### src/rtl/intr_ctrl.sv
// rtl/intr_ctrl.sv - APB interrupt controller with claim/complete gateway
//
// Purpose
//   Collects NUM_SRC level interrupt sources into pending bits and masks them
//   with per-source enables. The core reads CLAIM to take the lowest-numbered
//   enabled pending source (id = index + 1, 0 when none). It writes that id
//   back to CLAIM when servicing is complete. A source cannot re-pend while
//   it is in service. cpu_irq is the registered OR of enabled pending bits.
//
// Register map (byte offsets from BASE_ADDR, bits above NUM_SRC read 0)
//   0x0 PENDING   RO
//   0x4 ENABLE    RW, byte strobes honoured
//   0x8 CLAIM     read = claim, write = complete
//   0xC INSERVICE RO
//   Other addresses read 0 and ignore writes.
//
// Ports
//   APB_PCLK     sole clock, all state on the rising edge
//   APB_PRESETn  asynchronous active-low reset
//   paddr        APB address
//   pdata        APB write data
//   prdata       APB read data, registered at the access edge
//   psel, penable, pwrite  APB controls
//   pstb         write byte strobes
//   pready       high for exactly one cycle per access
//   perr         APB error, always 0
//   irq_src      level interrupt sources (bit 0 = timer_interrupt)
//   cpu_irq      registered interrupt request to the core
//
// Build option
//   INTC_SYNC_EN  when defined, each irq_src bit passes a 2-flop synchronizer
//                 before the gateway. When undefined, sources must already be
//                 synchronous to APB_PCLK.

module intr_ctrl #(
  parameter int                    ADDR_WIDTH = 32,
  parameter int                    DATA_WIDTH = 32,
  parameter int                    NUM_SRC    = 8,
  parameter logic [ADDR_WIDTH-1:0] BASE_ADDR  = 'h11008000
) (
  input  logic                  APB_PCLK,
  input  logic                  APB_PRESETn,
  input  logic [ADDR_WIDTH-1:0] paddr,
  input  logic [DATA_WIDTH-1:0] pdata,
  output logic [DATA_WIDTH-1:0] prdata,
  input  logic                  psel,
  input  logic                  penable,
  input  logic                  pwrite,
  input  logic [3:0]            pstb,
  output logic                  pready,
  output logic                  perr,
  input  logic [NUM_SRC-1:0]    irq_src,
  output logic                  cpu_irq
);

  localparam int ID_W = $clog2(NUM_SRC + 1);

  localparam logic [ADDR_WIDTH-1:0] A_PENDING   = BASE_ADDR;
  localparam logic [ADDR_WIDTH-1:0] A_ENABLE    = BASE_ADDR + ADDR_WIDTH'(4);
  localparam logic [ADDR_WIDTH-1:0] A_CLAIM     = BASE_ADDR + ADDR_WIDTH'(8);
  localparam logic [ADDR_WIDTH-1:0] A_INSERVICE = BASE_ADDR + ADDR_WIDTH'(12);

  logic [NUM_SRC-1:0] pending;
  logic [NUM_SRC-1:0] enable;
  logic [NUM_SRC-1:0] inservice;
  logic [NUM_SRC-1:0] src_g;

  logic [NUM_SRC-1:0] pending_n;
  logic [NUM_SRC-1:0] enable_n;
  logic [NUM_SRC-1:0] inservice_n;
  logic [NUM_SRC-1:0] active;
  logic [NUM_SRC-1:0] claim_mask;
  logic [NUM_SRC-1:0] complete_mask;
  logic [NUM_SRC-1:0] set_mask;
  logic [NUM_SRC-1:0] strb_bits;
  logic [ID_W-1:0]    claim_id;
  logic [DATA_WIDTH-1:0] rdata;

  logic access;
  logic wr_en;
  logic rd_en;
  logic sel_pending;
  logic sel_enable;
  logic sel_claim;
  logic sel_inservice;

  // Only the strobes covering implemented enable bits matter.
  logic unused_strb;
  assign unused_strb = ^pstb;

  assign perr = 1'b0;

  // ------------------------------------------------------------------
  // Source conditioning
  // ------------------------------------------------------------------
`ifdef INTC_SYNC_EN
  logic [NUM_SRC-1:0] sync_q1;
  logic [NUM_SRC-1:0] sync_q2;

  always_ff @(posedge APB_PCLK or negedge APB_PRESETn) begin
    if (!APB_PRESETn) begin
      sync_q1 <= '0;
      sync_q2 <= '0;
    end else begin
      sync_q1 <= irq_src;
      sync_q2 <= sync_q1;
    end
  end

  assign src_g = sync_q2;
`else
  assign src_g = irq_src;
`endif

  // ------------------------------------------------------------------
  // APB decode
  // ------------------------------------------------------------------
  // The access fires on the first enable-phase cycle. pready, registered
  // high by that edge, masks the second cycle so each transfer acts once.
  assign access = psel & penable & ~pready;
  assign wr_en  = access & pwrite;
  assign rd_en  = access & ~pwrite;

  assign sel_pending   = (paddr == A_PENDING);
  assign sel_enable    = (paddr == A_ENABLE);
  assign sel_claim     = (paddr == A_CLAIM);
  assign sel_inservice = (paddr == A_INSERVICE);

  // ------------------------------------------------------------------
  // Claim arbitration: lowest index among enabled pending sources wins.
  // ------------------------------------------------------------------
  assign active = pending & enable;

  always_comb begin
    claim_id   = '0;
    claim_mask = '0;
    // Walk from the top so the lowest active index is written last.
    for (int i = NUM_SRC - 1; i >= 0; i--) begin
      if (active[i]) begin
        claim_id      = ID_W'(i + 1);
        claim_mask    = '0;
        claim_mask[i] = 1'b1;
      end
    end
  end

  // ------------------------------------------------------------------
  // Next-state logic
  // ------------------------------------------------------------------
  always_comb begin
    complete_mask = '0;
    strb_bits     = '0;
    for (int i = 0; i < NUM_SRC; i++) begin
      // A complete id outside 1..NUM_SRC matches no bit and is ignored.
      complete_mask[i] = wr_en & sel_claim & (pdata == DATA_WIDTH'(i + 1));
      strb_bits[i]     = pstb[i / 8];
    end
  end

  // A source pends only while idle. Both guards use registered state, so
  // a completion re-pends a still-high source one edge later. A claimed
  // source is blocked as soon as inservice sets.
  assign set_mask = src_g & ~pending & ~inservice;

  always_comb begin
    pending_n   = pending | set_mask;
    inservice_n = inservice & ~complete_mask;
    if (rd_en && sel_claim) begin
      pending_n   = pending_n & ~claim_mask;
      inservice_n = inservice_n | claim_mask;
    end
  end

  always_comb begin
    enable_n = enable;
    if (wr_en && sel_enable) begin
      for (int i = 0; i < NUM_SRC; i++) begin
        if (strb_bits[i]) begin
          enable_n[i] = pdata[i];
        end
      end
    end
  end

  // ------------------------------------------------------------------
  // Read mux
  // ------------------------------------------------------------------
  always_comb begin
    rdata = '0;
    if (sel_pending) begin
      rdata = DATA_WIDTH'(pending);
    end else if (sel_enable) begin
      rdata = DATA_WIDTH'(enable);
    end else if (sel_claim) begin
      rdata = DATA_WIDTH'(claim_id);
    end else if (sel_inservice) begin
      rdata = DATA_WIDTH'(inservice);
    end
  end

  // ------------------------------------------------------------------
  // State
  // ------------------------------------------------------------------
  always_ff @(posedge APB_PCLK or negedge APB_PRESETn) begin
    if (!APB_PRESETn) begin
      pending   <= '0;
      enable    <= '0;
      inservice <= '0;
      cpu_irq   <= 1'b0;
      pready    <= 1'b0;
      prdata    <= '0;
    end else begin
      pready    <= access;
      pending   <= pending_n;
      enable    <= enable_n;
      inservice <= inservice_n;
      // Built from the registered bits, so it lags any change by one edge.
      cpu_irq   <= |(pending & enable);
      if (rd_en) begin
        prdata <= rdata;
      end
    end
  end

endmodule

### config.mk
export PLATFORM = sky130hd
export DESIGN_NAME = intr_ctrl
export DESIGN_NICKNAME = d
export VERILOG_FILES = /design/src/rtl/intr_ctrl.sv
export SDC_FILE = /design/constraint.sdc
export NUM_CORES = 1
export LEC_CHECK = 0
export ABC_CLOCK_PERIOD_IN_PS = 2400
export CORE_MARGIN = 2
export CORE_UTILIZATION = 39
export DETAILED_ROUTE_END_ITERATION = 7
export PLACE_DENSITY_LB_ADDON = 0.12
export SLEW_MARGIN = 10
export SYNTH_ARGS = -nofsm -noshare
export SYNTH_HDL_FRONTEND = slang
export SYNTH_SLANG_ARGS = --single-unit
### constraint.sdc
create_clock -name APB_PCLK -period 2.4 [get_ports APB_PCLK]
set_input_delay 0.48 -clock APB_PCLK [delete_from_list [all_inputs] [get_ports APB_PCLK]]
set_output_delay 0.48 -clock APB_PCLK [all_outputs]
set_load 0.005 [all_outputs]
==> results.ini <==
[yosys]
synth.most_common_cell = dfrtp_1
syn_area_um2 = 2100
synth_top_area_cell = dfrtp_1
synth_area_leaders = dfrtp_1 41%, buf_4 8.9%, mux2_1 3.8%
synth-async-reset-ratio_pct = 100
ys.flop_type = dfrtp_1
ys_warn_count = 0
synth_commonest_cells = 34 x dfrtp_1, 25 x buf_4, 18 x nand2_1
synth_edf_count = 0
synth_top_area_share_pct = 40.5
ys_seq_area_share_pct = 40.5
avgSynthCellArea_um2 = 10.1
synth.distinct_cells = 54
synth_cells = 207
synth-seq-cells = 34

[setup_path]
arrival_ps = 2420
path_cells = clkdlybuf4s50_1 -> nor4b_4 -> nand4_1 -> or4_4 -> o41ai_2 -> o31ai_1
regToRegSetupSlack_ps = 450
crit_path_end_kind = flip-flop
cp.buffers_inverters = 1
slowest_stage = or4_4
reg2reg_from = pready
cp-start-kind = input port
reg2regPathDepth = 5
cp_max_fo = 7
timing.rr.end = inservice[4]
cp.required_ps = 2550
critPathTopFamily = simple AND/OR/NAND/NOR gates
worstSetupPathType = in -> reg
max_stage_delay_ps = 560

[routing]
avgViaCountPerCell = 5.16
drtIter0Drc = 96
met1_length_um = 2480
ant_nets = 0
routed.top_layer = met4
drt_wl_total_um = 5790
met3_length_um = 318
routedWlPerCell_um = 15.0
dr_total_vias = 1991
dr.pass1.iters = 4
drc = 0
wl_met2_um = 2920

[sta]
rsz0062_at_grt = false
period_share_pct = 94.7
finalHoldViolations = 0
finalCriticalPeriod_ps = 2270
drv_slew = 0
max_freq_mhz = 440
fin_ws_ps = 128
tns_ps = 0
finalSetupViolations = 0
finalClockSkew_ps = 5.47

[power_and_ir_drop]
power_density_nw_per_um2 = 385
p_leak_nw = 1.33
max-vdd-ir-drop_v = 0.000333
finalPower_mw = 1.23

[job]
cap_violations = 0

[placement]
place_area_um2 = 3090
io_buffer_count = 87
dp_slack_ps = -387
gp_congestion = 0.852
hpwl_um = 4800
place_inst = 378

[clock_network]
cts_tree = built
cts-root-buf = clkbuf_8
htree_levels = 2
clkSlewWorstSetupHoldPaths_ps = 60
clock_latency_ps = 280
cts_made_buffers = 5
cts_sinks = 34
post_cts_buffers = 0
clockBufferDepth = 2
holdBufCountCts = 0

[grt]
grt_pass1_wl_um = 9570
grt_use_total_pct = 20.5
gr-total-overflow = 0
grt_max_degree = 35
antenna_found_initial = 0
grt_pass1_vias = 2004

[final_layout]
final_layout_size_suffix_gt1_share_pct = 15.8
final_area_um2 = 3200
fin_nets = 396
antennaDiodeCount = 0
areaGrowthSynthToFinish_pct = 52.7
fin_cells = 386

[run_status]
status = completed

[min_path]
hold_start = prdata[7]
holdPathEnd = prdata[7]
hold-path-cell-count = 2
hp-class = reg -> reg

[die]
die-area_um2 = 5980
die_h_um = 77.4
start_util_pct = 40.8
ios = 116
core_area_um2 = 5140
die_w_um = 77.4
row_count = 26

worst max path at each step:
| stage | startpoint | endpoint | slack [ps] | cells past startpoint |
|---|---|---|---|---|
| 3_5_place_dp | paddr[17] | inservice[7] | -390 | 7 |
| 4_1_cts | paddr[17] | inservice[7] | 20 | 7 |
| 3_3_place_gp | paddr[17] | inservice[7] | -320 | 7 |
| 6_report | paddr[17] | inservice[4] | 130 | 6 |
| 2_1_floorplan | paddr[17] | inservice[1] | 350 | 6 |
| 5_1_grt | paddr[17] | inservice[4] | 6 | 6 |
sequential cells by signal, indices dropped and copies added, names as in the netlist:
register and count:
inservice 8, enable 8, prdata 8, pending 8, cpu_irq 1, pready 1
cell type report:
cell class                      count  area, um2
Multi-Input combinational cell    164       1140
Inverter                            3       11.3
Tap cell                           70       87.6
Clock inverter                      1       5.00
Timing Repair Buffer              107       1020
Fill cell                         479       1940
Sequential cell                    34        851
Clock buffer                        7       86.3
worst reg2reg max path: stages, from the launching register on:
cell	delay (ps)
dfrtp_1	370
and3b_4	300
nand2_2	60
or4_4	600
o41ai_2	360
o31ai_1	120
cells in the final DEF, fill, tap and decap left out, types with 5 or more instances in the layout:
cell type,netlist,layout
nor2_1,6,6
clkbuf_8,0,6
o41ai_1,5,5
dfrtp_1,34,34
o31ai_1,5,5
nand2_1,18,18
clkdlybuf4s50_1,0,87
a22oi_1,5,5
mux2_1,7,7
nor2b_1,7,7
buf_4,25,20
mux2_2,5,5
nand3_1,7,7
conb_1,1,25
nor4_1,10,9
what timing repair did:
item	CTS	global route
endpoints found under the setup margin	5	8
gates resized for setup	1	3
pin swaps	0	1
metal layers:
| layer | up-vias | global-route usage, % |
|---|---|---|
| met5 | - | 0 |
| met4 | 0 | 5.89 |
| met3 | 7 | 4.42 |
| met2 | 63 | 34.7 |
| met1 | 967 | 26.5 |
| li1 | 954 | - |
metrics by stage:
stage          util (%)  hold WS (ps)
3_3_place_gp       60.1           464
5_1_grt            62.3           515
4_1_cts            61.9           483
6_report           62.3           475
3_5_place_dp       60.1           469
2_1_floorplan         -           184
report_power, final:
part	switching, mW	leakage [nW]	internal (mW)	total [mW]
clock network	0.198	0.0482	0.231	0.429
logic	0.0781	0.847	0.148	0.226
registers	0.00230	0.433	0.575	0.578
total	0.279	1.33	0.955	1.23
logic make-up after synthesis:
logic type	share of synthesized area, %
and+or+nand+nor	23.4
buffers and inverters	10.5
DFF	40.5
other	0.179
AOI/OAI and AO/OA	15.8
muxes	9.54
Note: power is estimated with default switching activity, not from simulation.
